### src/rtl/maze_pkg.sv
// maze_pkg: shared grid geometry, RAM map addresses, direction and FSM encodings.
// Rev 1.0
`default_nettype none

package maze_pkg;

  localparam int GRID_DIM  = 8;
  localparam int CELL_W    = 6;
  localparam int NUM_CELLS = 64;
  localparam int SRC_ADDR  = 130;
  localparam int TGT_ADDR  = 131;

  localparam logic [7:0] PATH_VAL     = 8'h00;
  localparam logic [7:0] OBSTACLE_VAL = 8'hee;

  typedef enum logic [1:0] {
    DIR_E = 2'd0,
    DIR_W = 2'd1,
    DIR_S = 2'd2,
    DIR_N = 2'd3
  } dir_t;

  typedef enum logic [3:0] {
    ST_IDLE       = 4'd0,
    ST_RD_SRC     = 4'd1,
    ST_RD_SRC_W   = 4'd2,
    ST_RD_TGT     = 4'd3,
    ST_RD_TGT_W   = 4'd4,
    ST_EMIT       = 4'd5,
    ST_PROBE_REQ  = 4'd6,
    ST_PROBE_WAIT = 4'd7,
    ST_DONE       = 4'd8,
    ST_ERR        = 4'd9
  } state_t;

endpackage

`default_nettype wire

### src/rtl/route_walker_if.sv
// route_walker_if: RAM read port plus coordinate stream of the route walker.
// Rev 1.0
`default_nettype none

interface route_walker_if #(
  parameter int ADDR_WIDTH = 8,
  parameter int DATA_WIDTH = 8
);

  logic [ADDR_WIDTH-1:0] address;
  logic                  cs;
  logic                  we;
  logic [DATA_WIDTH-1:0] data_in;
  logic                  out_valid;
  logic                  out_ready;
  logic [2:0]            out_x;
  logic [2:0]            out_y;
  logic                  out_last;

  modport master (
    output address, cs, we, out_valid, out_x, out_y, out_last,
    input  data_in, out_ready
  );

  modport slave (
    input  address, cs, we, out_valid, out_x, out_y, out_last,
    output data_in, out_ready
  );

endinterface

`default_nettype wire

### src/rtl/route_walker_neighbour_calc.sv
// neighbour_calc: neighbour cell index of cur in direction dir, and whether it stays on the grid.
// Rev 1.0
`default_nettype none

module neighbour_calc
  import maze_pkg::*;
#(
  parameter int ROW_LEN = 8
) (
  input  logic [CELL_W-1:0] cur,
  input  dir_t              dir,
  output logic [CELL_W-1:0] neighbour,
  output logic              in_grid
);

  logic [CELL_W-1:0] x;
  logic [CELL_W-1:0] y;

  always_comb begin
    x         = CELL_W'(cur % ROW_LEN);
    y         = CELL_W'(cur / ROW_LEN);
    neighbour = cur;
    in_grid   = 1'b0;
    // Edge tests use the column/row, so E/W never wrap into the adjacent row.
    case (dir)
      DIR_E: begin
        in_grid   = (x != CELL_W'(ROW_LEN - 1));
        neighbour = cur + CELL_W'(1);
      end
      DIR_W: begin
        in_grid   = (x != '0);
        neighbour = cur - CELL_W'(1);
      end
      DIR_S: begin
        in_grid   = (y != CELL_W'(ROW_LEN - 1));
        neighbour = cur + CELL_W'(ROW_LEN);
      end
      DIR_N: begin
        in_grid   = (y != '0);
        neighbour = cur - CELL_W'(ROW_LEN);
      end
      default: ;
    endcase
  end

endmodule

`default_nettype wire

### src/rtl/route_walker.sv
// route_walker: reads the routed map from RAM and streams the path from source to target.
// Rev 1.0
`default_nettype none

module route_walker #(
  parameter int                    GRID_DIM   = maze_pkg::GRID_DIM,
  parameter int                    ADDR_WIDTH = 8,
  parameter int                    DATA_WIDTH = 8,
  parameter int                    SRC_ADDR   = maze_pkg::SRC_ADDR,
  parameter int                    TGT_ADDR   = maze_pkg::TGT_ADDR,
  parameter logic [DATA_WIDTH-1:0] PATH_VAL   = maze_pkg::PATH_VAL
) (
  input  logic                  clk,
  input  logic                  reset,
  input  logic                  start,
  route_walker_if.master        bus,
  output logic                  busy,
  output logic                  done,
  output logic                  err,
  output logic [6:0]            path_len
);

  import maze_pkg::*;

  state_t                state;
  state_t                state_nxt;
  dir_t                  dir;
  dir_t                  probe_dir;
  dir_t                  sel_dir;
  logic [CELL_W-1:0]     src;
  logic [CELL_W-1:0]     tgt;
  logic [CELL_W-1:0]     cur;
  logic [CELL_W-1:0]     probe_nb;
  logic [CELL_W-1:0]     sel_nb;
  logic [NUM_CELLS-1:0]  visited;
  logic [ADDR_WIDTH-1:0] addr_hold;
  logic [ADDR_WIDTH-1:0] addr_nxt;
  logic [6:0]            len;
  logic                  err_r;
  logic [CELL_W-1:0]     nb [4];
  logic [3:0]            nb_ok;
  logic                  found;
  logic                  accept;
  logic                  is_last;

  generate
    for (genvar d = 0; d < 4; d++) begin : g_dir
      neighbour_calc #(
        .ROW_LEN (GRID_DIM)
      ) u_nc (
        .cur       (cur),
        .dir       (dir_t'(2'(d))),
        .neighbour (nb[d]),
        .in_grid   (nb_ok[d])
      );
    end
  endgenerate

  // First direction at or after dir that is on-grid and unvisited; skipped ones cost no cycle.
  always_comb begin
    found   = 1'b0;
    sel_dir = dir;
    sel_nb  = nb[0];
    for (int d = 0; d < 4; d++) begin
      if (!found && (2'(d) >= dir) && nb_ok[d] && !visited[nb[d]]) begin
        found   = 1'b1;
        sel_dir = dir_t'(2'(d));
        sel_nb  = nb[d];
      end
    end
  end

  assign accept  = (bus.data_in == PATH_VAL) || (probe_nb == tgt);
  assign is_last = (cur == tgt);

  always_ff @(posedge clk) begin
    if (!reset) begin
      state <= ST_IDLE;
    end else begin
      state <= state_nxt;
    end
  end

  always_comb begin
    state_nxt     = state;
    addr_nxt      = addr_hold;
    bus.cs        = 1'b0;
    bus.out_valid = 1'b0;
    bus.out_x     = 3'd0;
    bus.out_y     = 3'd0;
    bus.out_last  = 1'b0;
    done          = 1'b0;
    case (state)
      ST_IDLE: begin
        if (start) state_nxt = ST_RD_SRC;
      end
      ST_RD_SRC: begin
        bus.cs    = 1'b1;
        addr_nxt  = ADDR_WIDTH'(SRC_ADDR);
        state_nxt = ST_RD_SRC_W;
      end
      ST_RD_SRC_W: state_nxt = ST_RD_TGT;
      ST_RD_TGT: begin
        bus.cs    = 1'b1;
        addr_nxt  = ADDR_WIDTH'(TGT_ADDR);
        state_nxt = ST_RD_TGT_W;
      end
      ST_RD_TGT_W: state_nxt = ST_EMIT;
      ST_EMIT: begin
        bus.out_valid = 1'b1;
        bus.out_x     = cur[2:0];
        bus.out_y     = cur[5:3];
        bus.out_last  = is_last;
        if (bus.out_ready) begin
          if (is_last)            state_nxt = ST_DONE;
          else if (len == 7'd63)  state_nxt = ST_ERR;
          else                    state_nxt = ST_PROBE_REQ;
        end
      end
      ST_PROBE_REQ: begin
        if (found) begin
          bus.cs    = 1'b1;
          addr_nxt  = ADDR_WIDTH'(sel_nb);
          state_nxt = ST_PROBE_WAIT;
        end else begin
          state_nxt = ST_ERR;
        end
      end
      ST_PROBE_WAIT: begin
        if (accept)                  state_nxt = ST_EMIT;
        else if (probe_dir == DIR_N) state_nxt = ST_ERR;
        else                         state_nxt = ST_PROBE_REQ;
      end
      ST_DONE: begin
        done      = 1'b1;
        state_nxt = ST_IDLE;
      end
      ST_ERR:  state_nxt = ST_IDLE;
      default: state_nxt = ST_IDLE;
    endcase
  end

  assign bus.address = addr_nxt;
  assign bus.we      = 1'b0;
  assign busy        = (state != ST_IDLE);
  assign err         = err_r;
  assign path_len    = len;

  always_ff @(posedge clk) begin
    if (!reset) begin
      src       <= '0;
      tgt       <= '0;
      cur       <= '0;
      probe_nb  <= '0;
      dir       <= DIR_E;
      probe_dir <= DIR_E;
      visited   <= '0;
      len       <= '0;
      err_r     <= 1'b0;
      addr_hold <= '0;
    end else begin
      addr_hold <= addr_nxt;
      if (state_nxt == ST_ERR) err_r <= 1'b1;
      case (state)
        ST_IDLE: begin
          if (start) begin
            err_r   <= 1'b0;
            len     <= '0;
            visited <= '0;
          end
        end
        ST_RD_SRC_W: src <= bus.data_in[CELL_W-1:0];
        ST_RD_TGT_W: begin
          tgt          <= bus.data_in[CELL_W-1:0];
          cur          <= src;
          visited[src] <= 1'b1;
        end
        ST_EMIT: begin
          if (bus.out_ready) begin
            len <= len + 7'd1;
            dir <= DIR_E;
          end
        end
        ST_PROBE_REQ: begin
          probe_dir <= sel_dir;
          probe_nb  <= sel_nb;
        end
        ST_PROBE_WAIT: begin
          if (accept) begin
            cur               <= probe_nb;
            visited[probe_nb] <= 1'b1;
          end else if (probe_dir != DIR_N) begin
            dir <= dir_t'(probe_dir + 2'd1);
          end
        end
        default: ;
      endcase
    end
  end

endmodule

`default_nettype wire

### src/flat_wrapper.sv
// flat-port wrapper written by rule: the top's interface ports become plain ports
module route_walker_flat import maze_pkg::*;
#(
  parameter int                    GRID_DIM   = maze_pkg::GRID_DIM,
  parameter int                    ADDR_WIDTH = 8,
  parameter int                    DATA_WIDTH = 8,
  parameter int                    SRC_ADDR   = maze_pkg::SRC_ADDR,
  parameter int                    TGT_ADDR   = maze_pkg::TGT_ADDR,
  parameter logic [DATA_WIDTH-1:0] PATH_VAL   = maze_pkg::PATH_VAL
)
  (clk, reset, start, busy, done, err, path_len, bus_address, bus_cs, bus_we, bus_out_valid, bus_out_x, bus_out_y, bus_out_last, bus_data_in, bus_out_ready);
  route_walker_if #(.ADDR_WIDTH(ADDR_WIDTH), .DATA_WIDTH(DATA_WIDTH)) bus_i ();
  input  logic clk;
  input  logic reset;
  input  logic start;
  output logic busy;
  output logic done;
  output logic err;
  output logic [6:0] path_len;
  output wire logic [$bits(bus_i.address)-1:0] bus_address;
  output wire logic [$bits(bus_i.cs)-1:0] bus_cs;
  output wire logic [$bits(bus_i.we)-1:0] bus_we;
  output wire logic [$bits(bus_i.out_valid)-1:0] bus_out_valid;
  output wire logic [$bits(bus_i.out_x)-1:0] bus_out_x;
  output wire logic [$bits(bus_i.out_y)-1:0] bus_out_y;
  output wire logic [$bits(bus_i.out_last)-1:0] bus_out_last;
  input wire logic [$bits(bus_i.data_in)-1:0] bus_data_in;
  input wire logic [$bits(bus_i.out_ready)-1:0] bus_out_ready;
  assign bus_address = bus_i.address;
  assign bus_cs = bus_i.cs;
  assign bus_we = bus_i.we;
  assign bus_out_valid = bus_i.out_valid;
  assign bus_out_x = bus_i.out_x;
  assign bus_out_y = bus_i.out_y;
  assign bus_out_last = bus_i.out_last;
  assign bus_i.data_in = bus_data_in;
  assign bus_i.out_ready = bus_out_ready;
  route_walker #(.GRID_DIM(GRID_DIM), .ADDR_WIDTH(ADDR_WIDTH), .DATA_WIDTH(DATA_WIDTH), .SRC_ADDR(SRC_ADDR), .TGT_ADDR(TGT_ADDR), .PATH_VAL(PATH_VAL)) u_core (.clk(clk), .reset(reset), .start(start), .bus(bus_i), .busy(busy), .done(done), .err(err), .path_len(path_len));
endmodule
### config.mk
export PLATFORM = sky130hd
export DESIGN_NAME = route_walker_flat
export DESIGN_NICKNAME = d
export VERILOG_FILES = /design/src/rtl/maze_pkg.sv /design/src/rtl/route_walker_if.sv /design/src/rtl/route_walker_neighbour_calc.sv /design/src/rtl/route_walker.sv /design/src/flat_wrapper.sv
export SDC_FILE = /design/constraint.sdc
export NUM_CORES = 1
export LEC_CHECK = 0
export BUFFER_PORTS_ARGS = -buffer_cell sky130_fd_sc_hd__buf_2
export CORE_MARGIN = 2
export CORE_UTILIZATION = 38
export DETAILED_ROUTE_END_ITERATION = 12
export PLACE_DENSITY = 0.52
export SYNTH_ARGS = -nofsm -noshare
export SYNTH_HDL_FRONTEND = slang
export SYNTH_SLANG_ARGS = --single-unit
### constraint.sdc
create_clock -name clk -period 4.59 [get_ports clk]
set_input_delay 0.2295 -clock clk [delete_from_list [all_inputs] [get_ports clk]]
set_output_delay 0.2295 -clock clk [all_outputs]
set_load 0.05 [all_outputs]
* Word-level counts from Yosys, hierarchy flattened
Cells that the tools add are included.
Storage, ports and cells: register bits 112, input bits 12, output and inout port bits 28, word-level logic and storage cells 142
Operators by class: add/sub/neg operators 6, $lt $le $gt $ge 12, eq/ne operators 21, multiplexer cells 55, bitwise gates (word level) 2, reduce and logical (&&, ||, !) cells 35
Operators by type and width (count):
- $pmux 64 s3 | 1
- $mux 64 | 2
- $or 64x64->64 | 2
- $lt 6x7->1 const B | 6
- $pmux 4 s8 | 1
- $mux 4 | 7
- $bmux 1 s6 | 4
- $mux 6 | 4
- $pmux 8 s3 | 1
- $mux 1 | 17
- $eq 4x3->1 const B | 4
- $mux 2 | 7
- $mux 7 | 2
- $pmux 7 s2 | 1
- $logic_and 1x1->1 | 13
- $demux 1 s6 | 2
- $eq 6x6->1 | 2
- $ge 6x1->1 const B | 2
- $pmux 6 s2 | 1
- $reduce_bool 6->1 | 2
- $eq 4x2->1 const B | 2
- $eq 4x4->1 const B | 2
- $logic_not 8->1 | 1
- $mux 8 | 1
- 27 further kinds | 44

* Depth between registers and ports, before layout
Gate-level depths: netlist (run 1).
depth after elaboration 27, mapped depth 15, gate-level depth less buffers 11

* Hierarchy
A second synthesis (run 1) with hierarchy kept.
Unflattened totals: cells, all modules 1059, area total of the unflattened synthesis 9029.9 µm²
Modules (own cells, without submodules):
- route_walker | times used 1, cells each 915, area each 7858.8 µm², seq. area each 2242.2 µm²
- neighbour_calc | times used 4, cells each 36, area each 292.8 µm², seq. area each 0.0 µm²

* Least setup slack after synthesis (run 1)
No wires, ideal clock.
path type register to output, start register u_core.cur[0], end output bus_address[1], arrival time 3.910 ns, setup slack 0.451 ns, stages on the path, launching flop included 15, path buffers 4, cell sequence dfxtp_1 -> buf_6 -> buf_12 -> inv_4 -> ha_1 -> buf_2 -> buf_2 -> mux4_2 -> mux2i_1 -> o32ai_1 -> o31ai_2 -> a21oi_2 -> a21oi_2 -> nor3_1 -> a21oi_1
On the way: longest elaborated chain between the ends 23
RTL lines:
- start, declared | line route_walker.sv:32 | logic [CELL_W-1:0] cur;
- start signal, assigned | line route_walker.sv:175 | cur <= src;
- start signal, assigned | line route_walker.sv:190 | cur <= probe_nb;
- $add 6x1->6 | line route_walker_neighbour_calc.sv:28 | neighbour = cur + CELL_W'(1);
- $bmux 1 s6 | line route_walker.sv:65 | if (!found && (2'(d) >= dir) && nb_ok[d] && !visited[nb[d]]) begin
- $mux 1 (implied by the code) | line route_walker.sv:65
- $logic_not 1->1 | line route_walker.sv:65
- $logic_and 1x1->1 | line route_walker.sv:65
- $mux 1 | line route_walker.sv:65
- $logic_not 1->1 | line route_walker.sv:65
- $logic_and 1x1->1 (3 in series) | line route_walker.sv:65
- $mux 1 | line route_walker.sv:65
- $logic_not 1->1 | line route_walker.sv:65
- $logic_and 1x1->1 (3 in series) | line route_walker.sv:65
- $mux 1 | line route_walker.sv:65
- $logic_not 1->1 | line route_walker.sv:65
- $logic_and 1x1->1 (3 in series) | line route_walker.sv:65
- $mux 6 or $mux 1 (tied branches) | line route_walker.sv:65
- $mux 8 * | line route_walker.sv:121 | if (found) begin
- $pmux 8 s3 * | line route_walker.sv:93 | case (state)
- end, declared | line flat_wrapper.sv:20 | output wire logic [$bits(bus_i.address)-1:0] bus_address;
Mark *: on every way between the ends. The rest lies on a longest branch, timed or not. The select of a mux whose other input is x is not followed.

* Worst setup path after layout (run 1)
start register u_core.cur[1], end output bus_address[3]
Same word-level chain as after synthesis.

==> flow_summary.json, run 1 <==
{
  "hold_path_class": "in2reg",
  "post_route_cell_area_sq_um": 8630,
  "tritoncts": "done",
  "final.period_utilization_pct": 96.3,
  "core_sq_um": 20300,
  "worst_case_clock_buffer_depth": 2,
  "synthesis.yosys.warnings": 0,
  "detailroute.via_count": 7450,
  "clock_insertion_delay_worst_skew_ns": 0.37,
  "post-route-drc-count": 0,
  "crit_slowest_cell": "sky130_fd_sc_hd__a2111oi_4",
  "grt_setup_unrepaired": "no",
  "cts.sink_count": 112,
  "num-nets-final": 966,
  "groute.usage.overall_pct": 24.9,
  "rows": 52,
  "finalSetupTns_ns": 0,
  "synth-edff-count": 0,
  "synthCells": 947,
  "finalHoldViolCount": 0,
  "yosys-top-cells-area": "sky130_fd_sc_hd__dfxtp_1, sky130_fd_sc_hd__mux2i_1, sky130_fd_sc_hd__mux4_2",
  "final_antenna_net_count": 0,
  "timing.critical_path.cells": "inv_1, ha_1, xnor2_4, mux4_2, a22oi_1, a311oi_2, a2111oi_4, o21ai_2, a211oi_4, xnor2_1, a22o_1, buf_2",
  "crit_path_end_kind": "output port",
  "place.gp.congestion": 1.02,
  "initial_antenna_violation_count": 0,
  "number_of_synthesized_register_bits": 112,
  "worstPathBufferInverterCount": 2,
  "synth-seq-area-share_pct": 28.5,
  "power.static_leakage_nw": 2.95,
  "maxCapViolations": 0,
  "synth-main-ff-cell": "sky130_fd_sc_hd__dfxtp_1",
  "antenna-diode-count": 0,
  "path_clk_slew_ns": 0.07,
  "die_area_sq_um": 21900,
  "crit_fanout": 10,
  "die_w_um": 148,
  "dr.pass1.iters": 5,
  "detail_route.wirelength_um": 26900,
  "fmax_mhz": 226,
  "pin_count_of_the_biggest_net_entering_global_routing": 95,
  "hpwl_um": 19300,
  "final_number_of_setup_violating_endpoints": 0,
  "gr-total-overflow": 0,
  "cts_root_buffer": "sky130_fd_sc_hd__clkbuf_16",
  "postPlaceCellArea_sq_um": 8220,
  "synthesis.area_sq_um": 7870,
  "grt_first_pass_wirelength_um": 41800,
  "initial_core_util_pct": 38.8,
  "post_detailed_route_via_to_cell_ratio": 6.12,
  "placement.io_buffers": 38,
  "drt_first_iter_violations": 734,
  "top_level_ports": 40,
  "min_period_ns": 4.42,
  "vias_in_the_first_global_route": 6938,
  "asyncSetResetFlopFracSynth_pct": 0,
  "critical-path-max-stage-delay_ns": 0.58,
  "synth.top_cell.area_share_pct": 28.5,
  "drive_gt1_share_pct": 15.9,
  "status": "completed",
  "syn-num-nets": 969,
  "power_density_nw_per_um2": 278,
  "irDropWorstVdd_mv": 0.181,
  "final-max-slew-violation-count": 0,
  "synth_largest_area_cell": "sky130_fd_sc_hd__dfxtp_1",
  "htree_levels": 3,
  "route.detailed.wl_per_inst_um": 22.1,
  "cpLargestDelayFamily": "compound AO/OA/AOI/OAI gates",
  "synth_cell_type_count": 79,
  "tightest_slew_ns": 0.992,
  "area_growth_pct": 9.67,
  "die_height_um": 148,
  "slew_headroom_pct": 33.6,
  "timing.critical_path.required_ns": 4.36,
  "num_cts_buffers": 9,
  "worstSetupPathType": "reg2out",
  "syn_avg_cell_area_sq_um": 8.31,
  "post_route_clock_skew_ns": 0.00821,
  "cp_data_arrival_time_ns": 4.19,
  "critical_path.startpoint_type": "flip-flop"
}
kinds of logic after synthesis:
logic type               synth area share, %
adder cells (fa/ha/maj)                 1.59
XOR/XNOR                                3.67
AND/OR/NAND/NOR                         21.3
flip-flops                              28.5
AO/OA/AOI/OAI                           21.9
buffers and inverters                   5.90
other                                 0.0476
multiplexers                            17.1
flip-flops by register name, indices dropped and copies added, names as in the netlist:
signal	count
u_core.tgt	6
u_core.visited	64
u_core.dir	2
u_core.addr_hold	8
u_core.path_len	7
u_core.state	4
u_core.probe_nb	6
u_core.cur	6
u_core.err	1
u_core.probe_dir	2
u_core.src	6
report_power, final:
group	switching, W	leakage, nW	internal (W)	total, W
logic	0.000310	1.88	0.000158	0.000468
registers	0.0000352	0.905	0.000985	0.00102
clock network	0.000379	0.165	0.000530	0.000909
total	0.000725	2.95	0.00167	0.00240
synthesized netlist by cell type, drive strengths merged (14+ instances only):
cell type and instances:
nor3 23, clkbuf 56, mux2i 64, nor2 121, o22ai 17, mux4 29, o31ai 53, a22oi 14
a21oi 87, inv 20, buf 24, nand3 71, dfxtp 112, o21ai 18, xnor2 20, nand2 57
final timing paths:
| kind | cells past startpoint | slack, ns | end | startpoint |
|---|---|---|---|---|
| max | 12 | 0.17 | bus_address[3] | u_core.cur[1] |
| min | 3 | 0.13 | u_core.src[3] | bus_data_in[3] |
| max reg2reg | 11 | 0.87 | u_core.probe_nb[4] | u_core.cur[1] |
| min reg2reg | 1 | 0.46 | u_core.addr_hold[6] | u_core.addr_hold[6] |
through the flow:
stage / util (%) / setup slack, ns / instances / hold WS, ns / power, W
final: 42.5 / 0.172 / 1218 / 0.128 / 0.00240
after global placement: 40.5 / 0.415 / 1198 / 0.437 / 0.00149
after floorplan: - / 0.451 / 947 / 0.373 / 0.00137
after detailed placement: 40.5 / 0.374 / 1198 / 0.444 / 0.00149
after global routing: 42.5 / 0.000801 / 1218 / 0.133 / 0.00249
after CTS: 42.2 / 0.0102 / 1215 / 0.123 / 0.00240
cell usage in the layout (no fill, tap or decap), types with 9 or more instances in the layout:
master and count:
sky130_fd_sc_hd__a21oi_1 85, sky130_fd_sc_hd__a22oi_1 13, sky130_fd_sc_hd__and3_1 10, sky130_fd_sc_hd__buf_2 38, sky130_fd_sc_hd__buf_4 26, sky130_fd_sc_hd__clkbuf_16 9
sky130_fd_sc_hd__dfxtp_1 109, sky130_fd_sc_hd__ha_1 9, sky130_fd_sc_hd__inv_1 19, sky130_fd_sc_hd__mux2i_1 64, sky130_fd_sc_hd__mux4_2 27, sky130_fd_sc_hd__nand2_1 55
sky130_fd_sc_hd__nand3_1 70, sky130_fd_sc_hd__nor2_1 121, sky130_fd_sc_hd__nor3_1 20, sky130_fd_sc_hd__o21ai_0 12, sky130_fd_sc_hd__o22ai_1 17, sky130_fd_sc_hd__o31ai_1 52
sky130_fd_sc_hd__xnor2_1 19, sky130_fd_sc_hd__xor2_1 9
timing repair:
item | in CTS | in global routing
gates resized for setup | 0 | 7
setup endpoints to repair | 2 | 9
gates cloned | 0 | 0
setup buffers | 2 | 3
pin swaps | 1 | 2
hold buffers | 0 | 0
worst reg2reg max path, cell delays in order (launching register included):
cell and delay, ns:
sky130_fd_sc_hd__dfxtp_2 0.43, sky130_fd_sc_hd__inv_1 0.13, sky130_fd_sc_hd__ha_1 0.28, sky130_fd_sc_hd__xnor2_4 0.35
sky130_fd_sc_hd__mux4_2 0.40, sky130_fd_sc_hd__a22oi_1 0.30, sky130_fd_sc_hd__a311oi_2 0.19, sky130_fd_sc_hd__a2111o_1 0.53
sky130_fd_sc_hd__a21oi_1 0.27, sky130_fd_sc_hd__mux2i_1 0.34, sky130_fd_sc_hd__a21oi_1 0.09, sky130_fd_sc_hd__nor4_1 0.30
metal layers:
metal | GRT usage, % | vias up | routed length, um
met5 | 0 | - | 0
met4 | 9.71 | 0 | 833
met1 | 35.8 | 3581 | 12500
li1 | - | 3505 | -
met2 | 37.2 | 307 | 11600
met3 | 4.17 | 57 | 1980
cell type report:
| type | instances | area [sq um] |
|---|---|---|
| clock buffer | 9 | 225 |
| inverter | 21 | 81.3 |
| fill | 2116 | 11700 |
| clock inverter | 6 | 109 |
| multi-input combinational | 734 | 5220 |
| timing repair buffer | 66 | 417 |
| tap | 270 | 338 |
| sequential | 112 | 2250 |
Power figures use the tool's default switching activity.
==> inputs of run 2 (changes only) <==
--- a/config.mk
+++ b/config.mk
@@ -6,6 +6,7 @@
 export NUM_CORES = 1
 export LEC_CHECK = 0
 export BUFFER_PORTS_ARGS = -buffer_cell sky130_fd_sc_hd__buf_2
+export CORE_ASPECT_RATIO = 1.1
 export CORE_MARGIN = 2
 export CORE_UTILIZATION = 38
 export DETAILED_ROUTE_END_ITERATION = 12
==> run 2 against run 1 <==
Effect of this change:
- critical path type unchanged
- global-route usage decreased by 0.78 points
- utilization decreased by 0.85 points
- final cell count decreased by 1.6%
- largest cell class unchanged
- via count decreased by 2.4%
- critical path depth decreased by 1
- first-iteration DRC count decreased by 6.8%
- highest routed layer unchanged
- clock-buffer cell count unchanged
- register-to-register slack about the same
- cell area decreased by 1.3%
==> flow_summary.json, run 2 (same netlist as run 1, synthesis figures left out) <==
{
  "core_sq_um": 20400,
  "initial_core_util_pct": 38.5,
  "timing.critical_path.required_ns": 4.36,
  "die_w_um": 141,
  "min_period_ns": 4.35,
  "worst_case_clock_buffer_depth": 2,
  "worstPathBufferInverterCount": 3,
  "maxCapViolations": 0,
  "design_power_total_w": 0.00228,
  "die_area_sq_um": 21900,
  "critical_path.most_common_cell": "sky130_fd_sc_hd__o21ai_1",
  "clock_insertion_delay_worst_skew_ns": 0.37,
  "path_clk_slew_ns": 0.08,
  "critical-path-max-stage-delay_ns": 0.56,
  "postPlaceCellArea_sq_um": 8190,
  "area_growth_pct": 8.20,
  "fmax_mhz": 230,
  "max_flop_register": "u_core.visited",
  "detailroute.via_count": 7273,
  "post_route_cell_area_sq_um": 8520,
  "hold_path_class": "in2reg",
  "slew_headroom_pct": 24.5,
  "placement.io_buffers": 38,
  "reg2reg_from": "u_core.cur[0]",
  "status": "completed",
  "final_number_of_setup_violating_endpoints": 0,
  "cts.sink_count": 112,
  "num-nets-final": 959,
  "route.detailed.wl_per_inst_um": 21.9,
  "post_route_clock_skew_ns": 0.00783,
  "fin_worst_hold_slack_ns": 0.126,
  "worstSetupPathType": "reg2out",
  "final.period_utilization_pct": 94.8,
  "detail_route.wirelength_um": 26300,
  "irDropWorstVdd_mv": 0.162,
  "highest_count_cells_in_the_layout_ignoring_fill_and_taps": "sky130_fd_sc_hd__nor2_1, sky130_fd_sc_hd__dfxtp_1, sky130_fd_sc_hd__a21oi_1, sky130_fd_sc_hd__nand3_1, sky130_fd_sc_hd__mux2i_1",
  "worst-path-stages": 11,
  "most_frequent_standard_cell_in_the_layout_excluding_fill_and_tap_cells": "sky130_fd_sc_hd__nor2_1",
  "cts_root_buffer": "sky130_fd_sc_hd__clkbuf_16",
  "grt_first_pass_wirelength_um": 40700,
  "final_antenna_net_count": 0,
  "die_height_um": 155,
  "crit_path_end_kind": "output port",
  "groute.usage.overall_pct": 24.1,
  "gr-total-overflow": 0,
  "post-route-drc-count": 0,
  "pin_count_of_the_biggest_net_entering_global_routing": 108,
  "hpwl_um": 18600,
  "tightest_slew_ns": 1.12,
  "drive_gt1_share_pct": 15.2,
  "dr.pass1.iters": 5,
  "critical_path.startpoint_type": "flip-flop",
  "crit_path_start": "u_core.cur[0]",
  "finalHoldViolCount": 0,
  "place.gp.congestion": 0.897,
  "power_density_nw_per_um2": 268,
  "num_cts_buffers": 9,
  "cts_hold_buffers": 0,
  "grt_setup_unrepaired": "no",
  "cp_data_arrival_time_ns": 4.12,
  "vias_in_the_first_global_route": 6843,
  "timing.critical_path.cells": "inv_4, ha_1, buf_4, mux4_2, and3_1, o41a_1, a221oi_4, o21ai_1, o21ai_1, a21o_1, buf_2",
  "whs_path_depth": 3,
  "postLayoutCoreUtil_pct": 41.7,
  "htree_levels": 3,
  "finalSetupTns_ns": 0,
  "top_level_ports": 40,
  "hold_start": "bus_data_in[4]",
  "power.static_leakage_nw": 2.89,
  "rows": 55,
  "cpLargestDelayFamily": "compound AO/OA/AOI/OAI gates",
  "worst_r2r_path_cells": 10,
  "initial_antenna_violation_count": 0,
  "crit_fanout": 14,
  "post_detailed_route_via_to_cell_ratio": 6.07,
  "drt_first_iter_violations": 684,
  "antenna-diode-count": 0,
  "largest_register_ffs": 64,
  "final-max-slew-violation-count": 0,
  "tritoncts": "done",
  "crit_slowest_cell": "sky130_fd_sc_hd__o41a_1"
}
-- run 2: changes by cell type in the layout (fill, tap and decap cells not counted), sizes merged --
cell      before  now
inv           20   24
bufinv         3    0
clkinvlp       0    1
clkinv         4    3
buf           66   59
-- run 2: worst paths after layout --
check,to,slack (ns)
setup / recovery,bus_address[2],0.24
setup reg to reg,u_core.probe_nb[4],0.86
hold reg to reg,u_core.addr_hold[6],0.46
hold / removal,u_core.tgt[4],0.13
-- run 2: stage by stage --
| stage | std cells | worst slack (ns) |
|---|---|---|
| global placement | 1182 | 0.627 |
| global route | 1198 | 0.0251 |
| CTS | 1198 | 0.149 |
| detailed placement | 1182 | 0.572 |
| finish | 1198 | 0.240 |
| floorplan | 947 | 0.451 |
-- run 2: cell type report --
cell class / count / area (sq um)
flip-flops and latches: 112 / 2240
fillers: 2064 / 11900
well taps: 256 / 320
clock inverters: 7 / 72.6
inverters: 21 / 81.3
clock buffers: 9 / 225
repair buffers: 59 / 364
multi-input cells: 734 / 5210
-- run 2: worst reg2reg max path: cells and delay by family, from the launching register on --
kind	cells	cell delay, ns
AOI/OAI and AO/OA	3	0.96
muxes	2	0.89
and+or+nand+nor	2	0.61
adders and majority gates	1	0.40
DFF	1	0.38
buffers and inverters	2	0.38
-- run 2: repair_timing --
item / 4_1_cts / 5_1_grt
gates resized for setup: 0 / 5
setup endpoints to repair: 0 / 3
setup buffers: 0 / 0
-- run 2: per-layer routing --
| metal | share of wire (%) | GRT usage [%] | wire [um] | vias up |
|---|---|---|---|---|
| met1 | 44 | 31.3 | 11500 | 3472 |
| met3 | 5.1 | 3.66 | 1340 | 54 |
| met4 | 3.3 | 9.00 | 875 | 0 |
| met5 | 0 | 0 | 0 | - |
| li1 | - | - | - | 3499 |
| met2 | 48 | 40.6 | 12600 | 248 |
-- run 2: report_power, final --
| group | switching [W] | internal (W) | total, W |
|---|---|---|---|
| Clock | 0.000429 | 0.000387 | 0.000816 |
| Sequential | 0.0000347 | 0.000985 | 0.00102 |
| Combinational | 0.000301 | 0.000144 | 0.000445 |
